<file path="src/rtl/unary_stream_decoder_pkg.sv">
// Shared types and helpers for the unary stream decoder: controller states,
// frame-length/count-width helpers and the sign-magnitude to two's-complement conversion.
package unary_dec_pkg;

    typedef enum logic [1:0] {
        IDLE  = 2'd0,
        ACCUM = 2'd1,
        HOLD  = 2'd2
    } state_t;

    function automatic int frame_len(input int size);
        return 1 << size;
    endfunction

    // A full window of ones reaches W, so the count needs one bit above the magnitude.
    function automatic int cnt_width(input int size);
        return size + 1;
    endfunction

    // Result is 32 bits wide; callers cast it down to their word width, which keeps the
    // two's-complement pattern intact. A saturated count clamps the magnitude to W-1,
    // and a zero magnitude stays 0 whatever the sign.
    function automatic logic [31:0] sm_to_twos(input logic sign, input logic [31:0] mag,
                                               input logic sat, input int size);
        logic [31:0] m;
        m = sat ? ((32'd1 << size) - 32'd1) : mag;
        return sign ? (32'd0 - m) : m;
    endfunction

endpackage

</file>
<file path="src/rtl/unary_stream_decoder_if.sv">
// Stream-side bundle of the unary decoder: frame/sample inputs and the result handshake.
interface unary_stream_decoder_if #(
    parameter int LANES     = 2,
    parameter int BIT_WIDTH = 4
);
    logic                         frame_start;
    logic [LANES-1:0]             unary_in;
    logic [LANES-1:0]             sign_in;
    logic                         out_valid;
    logic                         out_ready;
    logic [LANES*BIT_WIDTH-1:0]   out_data;
    logic [LANES-1:0]             overflow;
    logic                         frame_drop;

    modport master (
        output frame_start, unary_in, sign_in, out_ready,
        input  out_valid, out_data, overflow, frame_drop
    );

    modport slave (
        input  frame_start, unary_in, sign_in, out_ready,
        output out_valid, out_data, overflow, frame_drop
    );
endinterface

</file>
<file path="src/rtl/unary_stream_decoder_lane_counter.sv">
// One lane of the decoder: counts 1s over a frame (load on sample 0, then accumulate),
// saturating at W, and latches the lane sign on the load cycle.
module unary_lane_counter
    import unary_dec_pkg::*;
#(
    parameter int SIZE = 3
) (
    input  logic          clk,
    input  logic          reset,
    input  logic          load,
    input  logic          en,
    input  logic          unary_bit,
    input  logic          sign_bit,
    output logic [SIZE:0] count_nxt,
    output logic          sign_q
);
    localparam int W     = frame_len(SIZE);
    localparam int CNT_W = cnt_width(SIZE);

    logic [CNT_W-1:0] count_q;

    // count_nxt already includes this cycle's sample, so the controller can capture
    // the finished count on the edge that ends the last sample.
    always_comb begin
        count_nxt = count_q;
        if (load) begin
            count_nxt = CNT_W'(unary_bit);
        end else if (en && (count_q != CNT_W'(W))) begin
            count_nxt = count_q + CNT_W'(unary_bit);
        end
    end

    always_ff @(posedge clk or posedge reset) begin
        if (reset) begin
            count_q <= '0;
            sign_q  <= 1'b0;
        end else begin
            count_q <= count_nxt;
            if (load) begin
                sign_q <= sign_bit;
            end
        end
    end

endmodule

</file>
<file path="src/rtl/unary_stream_decoder.sv">
// Unary-to-binary stream decoder: decodes per-lane unary frames of 2^SIZE cycles into
// signed words behind a valid/ready register. Define UNARY_DEC_DOUBLE_BUF_EN for a second result slot.
module unary_stream_decoder
    import unary_dec_pkg::*;
#(
    parameter int BIT_WIDTH = 4,
    parameter int SIZE      = BIT_WIDTH - 1,
    parameter int LANES     = 2
) (
    input logic                   clk,
    input logic                   reset,
    unary_stream_decoder_if.slave bus
);
    localparam int W     = frame_len(SIZE);
    localparam int CNT_W = cnt_width(SIZE);
    localparam int DW    = LANES * BIT_WIDTH;

    state_t            state_q, state_d;
    logic [SIZE-1:0]   samp_q;
    logic              load, en, done, last, pop, drop_d;
    logic [DW-1:0]     res_data;
    logic [LANES-1:0]  res_ovf;
    logic              out_valid_q;
    logic [DW-1:0]     out_data_q;
    logic [LANES-1:0]  overflow_q;
    logic              frame_drop_q;

`ifdef UNARY_DEC_DOUBLE_BUF_EN
    logic              buf_vld_q;
    logic [DW-1:0]     buf_data_q;
    logic [LANES-1:0]  buf_ovf_q;
    logic              discard;
`endif

    // Sample counter runs 1..W-1 during ACCUM; all-ones marks the last sample.
    assign last = &samp_q;
    assign pop  = out_valid_q & bus.out_ready;

    genvar l;
    for (l = 0; l < LANES; l++) begin : g_lane
        logic [CNT_W-1:0]            cnt_nxt;
        logic                        sgn;
        logic signed [BIT_WIDTH-1:0] word;

        unary_lane_counter #(.SIZE(SIZE)) u_cnt (
            .clk       (clk),
            .reset     (reset),
            .load      (load),
            .en        (en),
            .unary_bit (bus.unary_in[l]),
            .sign_bit  (bus.sign_in[l]),
            .count_nxt (cnt_nxt),
            .sign_q    (sgn)
        );

        assign res_ovf[l] = (cnt_nxt == CNT_W'(W));
        assign word = $signed(BIT_WIDTH'(sm_to_twos(sgn, 32'(cnt_nxt), res_ovf[l], SIZE)));
        assign res_data[l*BIT_WIDTH +: BIT_WIDTH] = word;
    end

    always_comb begin
        state_d = state_q;
        load    = 1'b0;
        en      = 1'b0;
        done    = 1'b0;
        drop_d  = 1'b0;
        unique case (state_q)
            IDLE: begin
                if (bus.frame_start) begin
                    load    = 1'b1;
                    state_d = ACCUM;
                end
            end
            ACCUM: begin
                en     = 1'b1;
                drop_d = bus.frame_start;
                if (last) begin
                    done    = 1'b1;
                    state_d = HOLD;
                end
            end
            HOLD: begin
`ifdef UNARY_DEC_DOUBLE_BUF_EN
                // The accumulator is free here; the result slots absorb the backlog.
                if (bus.frame_start) begin
                    load    = 1'b1;
                    state_d = ACCUM;
                end else if (pop && !buf_vld_q) begin
                    state_d = IDLE;
                end
`else
                if (pop) begin
                    if (bus.frame_start) begin
                        load    = 1'b1;
                        state_d = ACCUM;
                    end else begin
                        state_d = IDLE;
                    end
                end else begin
                    drop_d = bus.frame_start;
                end
`endif
            end
            default: state_d = IDLE;
        endcase
    end

    always_ff @(posedge clk or posedge reset) begin
        if (reset) begin
            state_q <= IDLE;
            samp_q  <= '0;
        end else begin
            state_q <= state_d;
            if (load) begin
                samp_q <= SIZE'(1);
            end else if (en) begin
                samp_q <= samp_q + 1'b1;
            end
        end
    end

`ifdef UNARY_DEC_DOUBLE_BUF_EN
    assign discard = done && out_valid_q && buf_vld_q && !pop;

    always_ff @(posedge clk or posedge reset) begin
        if (reset) begin
            out_valid_q  <= 1'b0;
            out_data_q   <= '0;
            overflow_q   <= '0;
            frame_drop_q <= 1'b0;
            buf_vld_q    <= 1'b0;
            buf_data_q   <= '0;
            buf_ovf_q    <= '0;
        end else begin
            frame_drop_q <= drop_d | discard;
            if (pop) begin
                if (buf_vld_q) begin
                    out_data_q <= buf_data_q;
                    overflow_q <= buf_ovf_q;
                    buf_vld_q  <= 1'b0;
                end else begin
                    out_valid_q <= 1'b0;
                end
            end
            // A finished window goes to the oldest free slot after this cycle's pop.
            if (done) begin
                if (!out_valid_q || (pop && !buf_vld_q)) begin
                    out_valid_q <= 1'b1;
                    out_data_q  <= res_data;
                    overflow_q  <= res_ovf;
                end else if (!buf_vld_q || pop) begin
                    buf_vld_q  <= 1'b1;
                    buf_data_q <= res_data;
                    buf_ovf_q  <= res_ovf;
                end
            end
        end
    end
`else
    // out_valid is always low during ACCUM, so done and pop never coincide.
    always_ff @(posedge clk or posedge reset) begin
        if (reset) begin
            out_valid_q  <= 1'b0;
            out_data_q   <= '0;
            overflow_q   <= '0;
            frame_drop_q <= 1'b0;
        end else begin
            frame_drop_q <= drop_d;
            if (done) begin
                out_valid_q <= 1'b1;
                out_data_q  <= res_data;
                overflow_q  <= res_ovf;
            end else if (pop) begin
                out_valid_q <= 1'b0;
            end
        end
    end
`endif

    assign bus.out_valid  = out_valid_q;
    assign bus.out_data   = out_data_q;
    assign bus.overflow   = overflow_q;
    assign bus.frame_drop = frame_drop_q;

endmodule

</file>
<file path="src/flat_wrapper.sv">
// flat-port wrapper written by rule: the top's interface ports become plain ports
module unary_stream_decoder_flat import unary_dec_pkg::*;
#(
    parameter int BIT_WIDTH = 4,
    parameter int SIZE      = BIT_WIDTH - 1,
    parameter int LANES     = 2
)
  (clk, reset, bus_frame_start, bus_unary_in, bus_sign_in, bus_out_ready, bus_out_valid, bus_out_data, bus_overflow, bus_frame_drop);
  unary_stream_decoder_if #(.LANES(LANES), .BIT_WIDTH(BIT_WIDTH)) bus_i ();
  input logic clk;
  input logic reset;
  input wire logic [$bits(bus_i.frame_start)-1:0] bus_frame_start;
  input wire logic [$bits(bus_i.unary_in)-1:0] bus_unary_in;
  input wire logic [$bits(bus_i.sign_in)-1:0] bus_sign_in;
  input wire logic [$bits(bus_i.out_ready)-1:0] bus_out_ready;
  output wire logic [$bits(bus_i.out_valid)-1:0] bus_out_valid;
  output wire logic [$bits(bus_i.out_data)-1:0] bus_out_data;
  output wire logic [$bits(bus_i.overflow)-1:0] bus_overflow;
  output wire logic [$bits(bus_i.frame_drop)-1:0] bus_frame_drop;
  assign bus_i.frame_start = bus_frame_start;
  assign bus_i.unary_in = bus_unary_in;
  assign bus_i.sign_in = bus_sign_in;
  assign bus_i.out_ready = bus_out_ready;
  assign bus_out_valid = bus_i.out_valid;
  assign bus_out_data = bus_i.out_data;
  assign bus_overflow = bus_i.overflow;
  assign bus_frame_drop = bus_i.frame_drop;
  unary_stream_decoder #(.BIT_WIDTH(BIT_WIDTH), .SIZE(SIZE), .LANES(LANES)) u_core (.clk(clk), .reset(reset), .bus(bus_i));
endmodule
</file>
<file path="config.mk">
export PLATFORM = sky130hd
export DESIGN_NAME = unary_stream_decoder_flat
export DESIGN_NICKNAME = d
export VERILOG_FILES = /design/src/rtl/unary_stream_decoder_pkg.sv /design/src/rtl/unary_stream_decoder_if.sv /design/src/rtl/unary_stream_decoder_lane_counter.sv /design/src/rtl/unary_stream_decoder.sv /design/src/flat_wrapper.sv
export SDC_FILE = /design/constraint.sdc
export NUM_CORES = 1
export LEC_CHECK = 0
export BUFFER_PORTS_ARGS = -buffer_cell sky130_fd_sc_hd__buf_2
export CAP_MARGIN = 15
export CELL_PAD_IN_SITES_DETAIL_PLACEMENT = 2
export CELL_PAD_IN_SITES_GLOBAL_PLACEMENT = 2
export CORE_MARGIN = 2
export CORE_UTILIZATION = 39
export CTS_CLUSTER_DIAMETER = 120
export DETAILED_ROUTE_END_ITERATION = 8
export PLACE_DENSITY = 0.93
export SLEW_MARGIN = 20
export SYNTH_ARGS = -nofsm -noshare
export SYNTH_HDL_FRONTEND = slang
export SYNTH_SLANG_ARGS = --single-unit
</file>
<file path="constraint.sdc">
create_clock -name clk -period 5.2 [get_ports clk]
set_clock_uncertainty 0.05 [all_clocks]
set_input_delay 1.56 -clock clk [delete_from_list [all_inputs] [get_ports clk]]
set_output_delay 1.56 -clock clk [all_outputs]
set_load 0.01 [all_outputs]
</file>
==> results of run 1 <==
## sequential cells by signal, indices dropped and copies added (netlist names)
signal / cells
u_core.bus.overflow: 2
u_core.state_q: 2
u_core.bus.out_valid: 1
u_core.g_lane.u_cnt.sign_q: 2
u_core.samp_q: 3
u_core.g_lane.u_cnt.count_q: 8
u_core.bus.out_data: 8
u_core.bus.frame_drop: 1
## cell type report
class                           instances  area (um^2)  area share
Clock buffer                            4         45.0      0.0249
Tap cell                               50         62.6      0.0347
Sequential cell                        27          676       0.374
Timing Repair Buffer                   19         95.1      0.0527
Multi-Input combinational cell        124          905       0.501
Inverter                                6         22.5      0.0125
## final timing paths
kind | from | endpoint | slack [ns] | cells after the start
worst max-delay path | bus_unary_in[1] | u_core.bus.out_data[6]$_DFFE_PP0P_ | 1.60 | 11
worst min-delay path | u_core.bus.overflow[1]$_DFFE_PP0P_ | u_core.bus.overflow[1]$_DFFE_PP0P_ | 0.45 | 2
worst max register to register | u_core.state_q[1]$_DFFE_PP0P_ | u_core.bus.out_data[2]$_DFFE_PP0P_ | 2.05 | 11
worst min register to register | u_core.bus.overflow[1]$_DFFE_PP0P_ | u_core.bus.overflow[1]$_DFFE_PP0P_ | 0.45 | 2
max in group asynchronous | reset | u_core.bus.out_data[3]$_DFFE_PP0P_ | 3.41 | 2
min in group asynchronous | reset | u_core.bus.out_valid$_DFFE_PP0P_ | 1.28 | 2
## kinds of logic after synthesis
family                     count (synthesis)  share of synthesized area
muxes                                      5                     0.0312
buffers and inverters                     11                     0.0403
AOI/OAI and AO/OA                         38                      0.184
xor gates and xnor gates                   4                     0.0213
and+or+nand+nor                           64                      0.214
adders and majority gates                 13                     0.0988
DFF                                       27                      0.410
## worst register-to-register path, cell delays in order, from the launching register on
cell,delay (ns)
dfrtp_1,0.42
inv_1,0.13
ha_1,0.68
inv_1,0.26
nor3_2,0.33
o2111ai_2,0.23
o211a_1,0.20
ha_1,0.21
nor2b_1,0.17
nor2_1,0.08
a22oi_1,0.19
nand3_1,0.10
## power breakdown
| group | internal (mW) | leakage (nW) | switching [mW] |
|---|---|---|---|
| sequential | 0.296 | 0.332 | 0.0811 |
| clock | 0.0553 | 0.0228 | 0.0718 |
| combinational | 0.212 | 0.469 | 0.330 |
## cell usage in the layout (no fill, tap or decap), drive strengths merged, types with 2 or more instances in the layout
| cell type | n |
|---|---|
| inv | 6 |
| a21oi | 7 |
| buf | 19 |
| and3 | 2 |
| nor4 | 2 |
| nand3 | 5 |
| mux2i | 4 |
| o311ai | 2 |
| o2111ai | 2 |
| nor3 | 4 |
| and2 | 2 |
| o21ai | 12 |
| o21a | 4 |
| nor2 | 13 |
| dfrtp | 27 |
| nand2 | 23 |
| clkbuf | 4 |
| xor2 | 2 |
| ha | 13 |
| nor2b | 3 |
| xnor2 | 2 |
| o22ai | 2 |
| nand4 | 2 |
## routing by layer
layer	vias up	global-route usage
met5	-	0
met4	0	0.0809
li1	613	-
met3	5	0.0260
met2	17	0.383
met1	672	0.248
## per-stage QoR
step,power [mW],util
floorplan,0.758,-
global placement,0.861,0.437
detailed placement,0.923,0.437
CTS,1.06,0.448
global route,1.13,0.448
finish,1.05,0.448
==> reports/qor.csv, run 1 <==
metric,value,unit
path_common_cell,ha_1,
synth_cell_type_count,50,
post_cts_buffers,0,
numCtsBuffers,3,
place_inst,226,
postCtsHoldBufs,0,
synthTopCellsByArea,"dfrtp_1 41%, ha_1 9.9%, nand2_1 5.2%, nor2_1 3.0%, mux2i_1 2.4%",
die_x,69.0,um
worstSetupPathType,primary input to flop,
critPathTopFamily,adder cells,
grt_pass1_wl,7150,um
fin_crit_sh,0.692,
highest_layer,met4,
ys_seq_area_frac,0.410,
worstPathCellList,"buf_2, ha_1, ha_1, mux2i_1, a21oi_1, nor4_4, nor2_1, ha_1, nor2b_1, nor3_1, o31ai_1",
fillCellCount,453,
synth_top_area_cell,dfrtp_1,
cts_htree_levels,1,
critPathSlowestCell,nor4_4,
start_util,0.409,
end_kind,flop,
wl,4490,um
cts_tree,done,
critical_path.max_fanout,5,
slew_violations,0,
synth.most_common_cell,dfrtp_1,
worst_slew_pin_slew,0.778,ns
placed_cell_area,1760,um^2
drt_iter0_drc,47,
crit_required,5.34,ns
grt_max_degree,28,
finalNonFillerCells,230,
syn-num-nets,183,
final_antenna_net_count,0,
ys.flop_type,dfrtp_1,
fmax,278,MHz
dp_worst_setup_slack,1.30,ns
powerDensity,579,nW/um^2
dp_hpwl,3300,um
dr.pass1.iters,4,
synth_area,1650,um^2
rsz0062_at_grt,no,
drc,0,
ioPinCount,20,
maxCapViolCount,0,
cts-root-buf,clkbuf_8,
drive_gt1_frac,0.228,
synth_cells,162,
start_kind,primary input,
grt_overflow_total,0,
core-area,4030,um^2
drt-met1-wl,1930,um
synthArstFlopShare,1.00,
relSlewSlack,0.481,
holdWs,0.449,ns
gr-usage-all-layers,0.210,
cts_buffer_depth,2,
crit_buf_inv,1,
cts.repair.resized,0,
fin_area,1810,um^2
yosys_warnings,0,
vias,1307,
finalNetCount,202,
area.growth.synth_to_final,9.65,%
hold_violations,0,
worst_path_largest_cell_delay,0.36,ns
wl_met3,87,um
dieArea,4760,um^2
clkTransAtPathRegs,0.10,ns
synth-seq-cells,27,
row_count,23,
synth_edf_count,0,
cts.sinks,27,
synth_commonest_cells,"27 x dfrtp_1, 23 x nand2_1, 13 x ha_1, 13 x nor2_1, 7 x o21ai_0",
antenna_found_initial,0,
wl_met2,2400,um
diodes,0,
setup_violations,0,
cp.arrival,3.74,ns
port_buffers,19,
via_per_inst,5.68,
synth_top_area_share,0.410,
post-route-min-period,3.60,ns
routedWlPerCell,19.5,um
p_leak,0.825,nW
avgSynthCellArea,10.2,um^2
status,"finished, final reports clean",
insertion_delay,0.29,ns
min_path_type,flop to flop,
worst_slack,1.60,ns
die-height,69.0,um
globalplace.congestion,0.810,
grt_pass1_vias,1438,
ir_drop,0.000208,V
setup_tns,0,ns
Note: power is estimated with default switching activity, not from simulation.
==> inputs of run 2 (changes only) <==
ABC_AREA = 1   (was default)
CORE_UTILIZATION = 33   (was 39)
PLACE_DENSITY = 0.87   (was 0.93)
clock period = 3.6 ns   (was 5.2 ns; I/O delays follow)
==> run 2 against run 1 <==
  * Routed wire length down 2.3%
  * Highest routed layer unchanged
  * Synthesized cell count up 29%
  * Largest power group unchanged
  * Sequential share of layout area down 1.7 points
  * Critical endpoint is now u_core.bus.out_data[1]$_DFFE_PP0P_
  * Global-route usage down 2.5 points
==> reports/qor.csv, run 2 <==
metric,value,unit,change
crit_buf_inv,2,,+1
grt_overflow_total,0,,unchanged
post-route-min-period,2.82,ns,
min_path_type,flop to flop,,
fmax,355,MHz,
rsz0062_at_grt,no,,
power.internal,840,uW,+49%
grt_max_degree,19,,-32%
worst_slew_pin_slew,0.721,ns,-0.0565 ns
dr.pass1.iters,4,,unchanged
fin_area,1890,um^2,+4.9%
ys_seq_area_frac,0.410,,unchanged
core-area,4750,um^2,+18%
avgSynthCellArea,7.88,um^2,-22%
critPathSlowestCell,ha_1,,
diodes,0,,unchanged
crit_required,3.73,ns,-1.61 ns
synth_cell_type_count,26,,-48%
setup_violations,0,,unchanged
syn-num-nets,230,,+26%
drive_gt1_frac,0.205,,-0.0226
cts-root-buf,clkbuf_8,,
slew_violations,0,,unchanged
synth_cells,209,,+29%
powerDensity,855,nW/um^2,+48%
worstSetupPathType,primary input to flop,,
cts.sinks,27,,unchanged
grt_pass1_wl,7830,um,+9.6%
synthArstFlopShare,1.00,,unchanged
drt_iter0_drc,16,,-66%
path_common_cell,ha_1,,
synth-seq-cells,27,,unchanged
switching_share,0.481,,+0.0194
worst_path_largest_cell_delay,0.27,ns,-0.09 ns
status,"finished, final reports clean",,
worst_slack,0.784,ns,-0.816 ns
pwr-share-seq,0.325,,-0.036
worstPathCellList,"buf_2, ha_1, ha_1, xnor2_1, o21ai_0, nor2_1, nand3_4, nand2_1, inv_2, ha_1, o21ai_0, o21ai_2",,
cts.repair.resized,0,,unchanged
ioPinCount,20,,unchanged
globalplace.congestion,0.743,,-8.3%
gr-usage-all-layers,0.184,,-0.0254
die-height,74.6,um,+8.2%
final_cell_mix,"62 x nand2_1, 27 x dfrtp_1, 25 x inv_1, 19 x buf_2, 16 x nand3_1",,
critPathTopFamily,adder cells,,
p_sw,778,uW,+61%
critical_path.max_fanout,7,,+2
dieArea,5570,um^2,+17%
holdWs,0.430,ns,-0.0192 ns
dp_hpwl,3570,um,+8.1%
finalNetCount,256,,+27%
row_count,25,,+8.7%
p_leak,1.02,nW,+24%
vias,1449,,+11%
holdPathStages,2,,unchanged
cp.depth,12,,+1
die_x,74.6,um,+8.2%
final_antenna_net_count,0,,unchanged
cts_buffer_depth,2,,unchanged
pwr-share-comb,0.562,,+0.044
via_per_inst,4.81,,-15%
grt_pass1_vias,1671,,+16%
fin_crit_sh,0.782,,
cts_tree,done,,
antenna_found_initial,0,,unchanged
relSlewSlack,0.519,,+0.0371
clkTransAtPathRegs,0.11,ns,about the same
routedWlPerCell,14.6,um,-25%
hold_violations,0,,unchanged
start_util,0.346,,-0.0624
placed_cell_area,1840,um^2,+4.8%
yosys_warnings,0,,unchanged
ir_drop,0.000184,V,-11%
dp_worst_setup_slack,0.469,ns,-0.835 ns
synth_top_area_share,0.410,,unchanged
fillCellCount,582,,+28%
synth_top_area_cell,dfrtp_1,,
synth_commonest_cells,"62 x nand2_1, 27 x dfrtp_1, 25 x inv_1",,
postCtsHoldBufs,0,,unchanged
area.growth.synth_to_final,15.0,%,
wl,4390,um,-2.3%
synth_area,1650,um^2,unchanged
cts_htree_levels,1,,unchanged
port_buffers,19,,unchanged
r2r_cells,13,,+2
end_kind,flop,,
final_common_cell,nand2_1,,
numCtsBuffers,3,,unchanged
synthTopCellsByArea,"dfrtp_1 41%, nand2_1 14%, ha_1 9.9%, inv_1 5.7%, nand3_1 4.9%",,
setup_tns,0,ns,unchanged
power.total,1.62,mW,+55%
synth.most_common_cell,nand2_1,,
pwr-share-clk,0.112,,-0.009
start_kind,primary input,,
post_cts_buffers,0,,unchanged
maxCapViolCount,0,,unchanged
synth_edf_count,0,,unchanged
cp.arrival,2.94,ns,-0.80 ns
insertion_delay,0.28,ns,about the same
ys.flop_type,dfrtp_1,,
drc,0,,unchanged
## run 2: cell families (layout without fill, tap and decap cells)
family	count (synthesis)	in the layout	synth area share
xor+xnor	2	2	0.0106
simple gates	107	107	0.304
compound gates	27	27	0.0988
buf+inv	33	58	0.0775
fa+ha+maj	13	13	0.0988
flops	27	27	0.410
## run 2: area by class of cell
| class | instances | area, um^2 | area share |
|---|---|---|---|
| Clock buffer | 3 | 41.3 | 0.0218 |
| Clock inverter | 1 | 7.51 | 0.00397 |
| Inverter | 31 | 116 | 0.0615 |
| Multi-Input combinational cell | 149 | 843 | 0.445 |
| Sequential cell | 27 | 676 | 0.357 |
| Tap cell | 67 | 83.8 | 0.0443 |
| Timing Repair Buffer | 23 | 125 | 0.0661 |
## run 2: worst paths after layout
kind                                                     from                                     endpoint  slack, ns
max in group asynchronous                               reset  u_core.g_lane[1].u_cnt.count_q[1]$_DFF_PP0_       2.08
min                        u_core.bus.out_data[2]$_DFFE_PP0P_           u_core.bus.out_data[2]$_DFFE_PP0P_       0.43
min reg2reg                u_core.bus.out_data[2]$_DFFE_PP0P_           u_core.bus.out_data[2]$_DFFE_PP0P_       0.43
max reg2reg                     u_core.state_q[1]$_DFFE_PP0P_           u_core.bus.out_data[1]$_DFFE_PP0P_       0.99
min in group asynchronous                               reset  u_core.g_lane[0].u_cnt.count_q[3]$_DFF_PP0_       0.85
max                                           bus_unary_in[0]           u_core.bus.out_data[1]$_DFFE_PP0P_       0.78
## run 2: metal layers
layer,part of all wire,global-route usage,routed length (um)
met1,0.45,0.227,1990
met2,0.53,0.345,2320
met3,0.011,0.0201,49
met4,0.0066,0.0417,29
met5,0,0,0
## run 2: worst min-delay path, delay by kind of cell (launching register included)
family           cells  cell delay (ns)
DFF                  1             0.35
and+or+nand+nor      2             0.10
## run 2: power groups by stage
stage                     Sequential [mW]  Clock (mW)  Combinational (mW)
after floorplan                     0.536           0               0.641
after global routing                0.546       0.203                1.07
after CTS                           0.530       0.192               0.936
after detailed placement            0.536           0               0.927
after global placement              0.523           0               0.870
final                               0.527       0.182               0.910
## run 2: per-stage QoR
stage                      util  instances
after floorplan               -        209
after global placement    0.388        297
after detailed placement  0.388        297
after CTS                 0.398        301
after global routing      0.398        301
final                     0.398        301
==> inputs of run 3 (changes only) <==
ABC_AREA = 0   (was 1)
PLACE_DENSITY = 0.84   (was 0.87)
clock period = 2.3 ns   (was 3.6 ns; I/O delays follow)
==> run 3 against run 2 <==
  * The flow now finishes with violations (negative setup slack)
  * Routed wire length increased by 47%
  * Via count increased by 5.1%
  * Critical path depth decreased by 1
  * Clock power increased by 64%
  * Utilization increased by 12 points
  * Count of clock-buffer cells in the layout unchanged
  * Design area increased by 29%
==> reports/qor.csv, run 3 (synthesis gave the netlist of run 1 again) <==
metric,value,unit,change
pwr-share-comb,0.652,,+0.090
via_per_inst,5.16,,+7.2%
area.growth.synth_to_final,48.5,%,
r2r_setup_slack,-0.1,ns,-1.09 ns
r2r_cells,11,,-2
gr-usage-all-layers,0.232,,+0.0476
clkTransAtPathRegs,0.11,ns,about the same
die_x,74.6,um,unchanged
worstSetupPathType,flop to flop,,
pwr-share-clk,0.088,,-0.024
critPathSlowestCell,dfrtp_1,,
status,"finished, violations left",,
post-route-min-period,2.40,ns,
finalNetCount,250,,-2.3%
grt_util_met2,0.477,,+0.132
cts_htree_levels,1,,unchanged
p_sw,1.51,mW,+93%
timing.rr.start,u_core.state_q[1]$_DFFE_PP0P_,,
p_leak,1.10,nW,+7.5%
row_count,25,,unchanged
numCtsBuffers,3,,unchanged
core-area,4750,um^2,unchanged
worst_slew_pin_slew,0.639,ns,-0.0827 ns
dp_hpwl,4190,um,+17%
grt_pass1_vias,1805,,+8.0%
hold_violations,0,,unchanged
groute.layer.met1.usage,0.252,,+0.0254
power.internal,1.90,mW,+130%
maxCapViolCount,0,,unchanged
ioPinCount,20,,unchanged
postCtsHoldBufs,0,,unchanged
wl,6440,um,+47%
ir_drop,0.000539,V,+190%
diodes,0,,unchanged
dp_worst_setup_slack,-0.425,ns,-0.894 ns
cts.sinks,27,,unchanged
met3_usage,0.0241,,+0.00402
dr.pass1.iters,4,,unchanged
min_path_type,primary input to asynchronous set/reset pin,,
powerDensity,1390,nW/um^2,+63%
worstPathCellList,"buf_4, ha_2, and3_4, o21a_4, buf_4, o211a_1, ha_4, nor2b_4, buf_4, o2111ai_2, nand3_1",,
drive_gt1_frac,0.513,,+0.308
worst_path_largest_cell_delay,0.41,ns,+0.14 ns
drc,0,,unchanged
grt_max_degree,28,,+9
start_kind,flop,,
cp.arrival,2.58,ns,-0.36 ns
antenna_found_initial,0,,unchanged
crit_required,2.48,ns,-1.25 ns
cts_buffer_depth,2,,unchanged
final_cell_mix,"44 x buf_4, 27 x dfrtp_1, 23 x nand2_1, 19 x buf_2, 10 x nor2_1",,
r2r-end,u_core.bus.out_data[2]$_DFFE_PP0P_,,
fmax,417,MHz,
placed_cell_area,2110,um^2,+14%
vias,1523,,+5.1%
pwr-share-seq,0.260,,-0.065
drt_iter0_drc,40,,+24
setup_violations,3,,+3
power.total,3.41,mW,+110%
relSlewSlack,0.573,,+0.0546
path_common_cell,buf_4,,
end_kind,flop,,
fillCellCount,505,,-13%
grt_overflow_total,0,,unchanged
start_util,0.346,,unchanged
switching_share,0.442,,-0.0390
final_antenna_net_count,0,,unchanged
rsz0062_at_grt,yes,,
die-height,74.6,um,unchanged
setup_tns,-0.220,ns,-0.220 ns
fin_area,2440,um^2,+29%
insertion_delay,0.29,ns,about the same
slew_violations,0,,unchanged
violations,negative setup slack,,
port_buffers,19,,unchanged
routedWlPerCell,21.8,um,+50%
worst_slack,-0.0983,ns,-0.883 ns
fin_crit_sh,1.04,,
dieArea,5570,um^2,unchanged
critical_path.max_fanout,6,,-1
cts-root-buf,clkbuf_8,,
final_common_cell,buf_4,,
holdWs,0.416,ns,-0.0141 ns
globalplace.congestion,0.798,,+7.4%
grt_pass1_wl,9490,um,+21%
grt-busiest-layer,met2,,
cts_tree,done,,
==> run 3: cell count changes in the layout (fill, tap and decap cells not counted), moves of 7 or more <==
cell     previous run  this run
nand2_1            62        23
nand3_1            16         4
inv_1              25         5
ha_1               13         5
buf_4               4        44
ha_4                0         7
==> run 3: area by class of cell <==
| cell class | instances | area, um^2 | share of cell area |
|---|---|---|---|
| Multi-Input combinational cell | 124 | 1120 | 0.458 |
| Sequential cell | 27 | 676 | 0.276 |
| Timing Repair Buffer | 67 | 495 | 0.203 |
| Tap cell | 67 | 83.8 | 0.0343 |
| Clock buffer | 3 | 41.3 | 0.0169 |
| Inverter | 6 | 22.5 | 0.00921 |
| Clock inverter | 1 | 7.51 | 0.00307 |
==> run 3: per-stage QoR <==
step,instances,util
6_report,295,0.514
5_1_grt,295,0.514
4_1_cts,288,0.485
3_5_place_dp,276,0.443
3_3_place_gp,276,0.443
2_1_floorplan,162,-
==> run 3: power groups by stage <==
stage / Clock (mW) / Combinational (mW) / Sequential (mW)
global placement: 0 / 1.51 / 0.843
finish: 0.299 / 2.22 / 0.886
detailed placement: 0 / 1.70 / 0.872
CTS: 0.299 / 2.00 / 0.877
global route: 0.323 / 2.39 / 0.910
floorplan: 0 / 0.919 / 0.879
==> run 3: worst max path at each step <==
stage                             startpoint                                  to  cells past startpoint
4_1_cts        u_core.state_q[1]$_DFFE_PP0P_  u_core.bus.out_data[2]$_DFFE_PP0P_                     12
5_1_grt        u_core.state_q[1]$_DFFE_PP0P_  u_core.bus.out_data[6]$_DFFE_PP0P_                     11
3_5_place_dp                 bus_unary_in[1]  u_core.bus.out_data[6]$_DFFE_PP0P_                     11
6_report       u_core.state_q[1]$_DFFE_PP0P_  u_core.bus.out_data[2]$_DFFE_PP0P_                     11
3_3_place_gp                 bus_unary_in[0]  u_core.bus.out_data[2]$_DFFE_PP0P_                     12
2_1_floorplan                bus_unary_in[0]  u_core.bus.out_data[2]$_DFFE_PP0P_                     11
==> run 3: worst max-delay path: cells and delay by family (launching register included) <==
family                     cells  cell delay [ns]
AOI/OAI and AO/OA              3             0.64
adders and majority gates      2             0.36
buffers and inverters          3             0.44
and+or+nand+nor                3             0.45
DFF                            1             0.41
==> run 3: repair_timing <==
action	in CTS	in global routing
hold endpoints to repair	0	0
pin swaps	12	16
endpoints found under the setup margin	5	6
setup buffers	7	8
resized for setup	16	16
cloned	1	0
==> run 3: per-layer routing <==
layer | share of wire | routed length [um] | vias to the layer above
met5 | 0 | 0 | -
met4 | 0.015 | 95 | 0
met3 | 0.027 | 173 | 8
met2 | 0.57 | 3690 | 29
met1 | 0.38 | 2480 | 776
li1 | - | - | 710
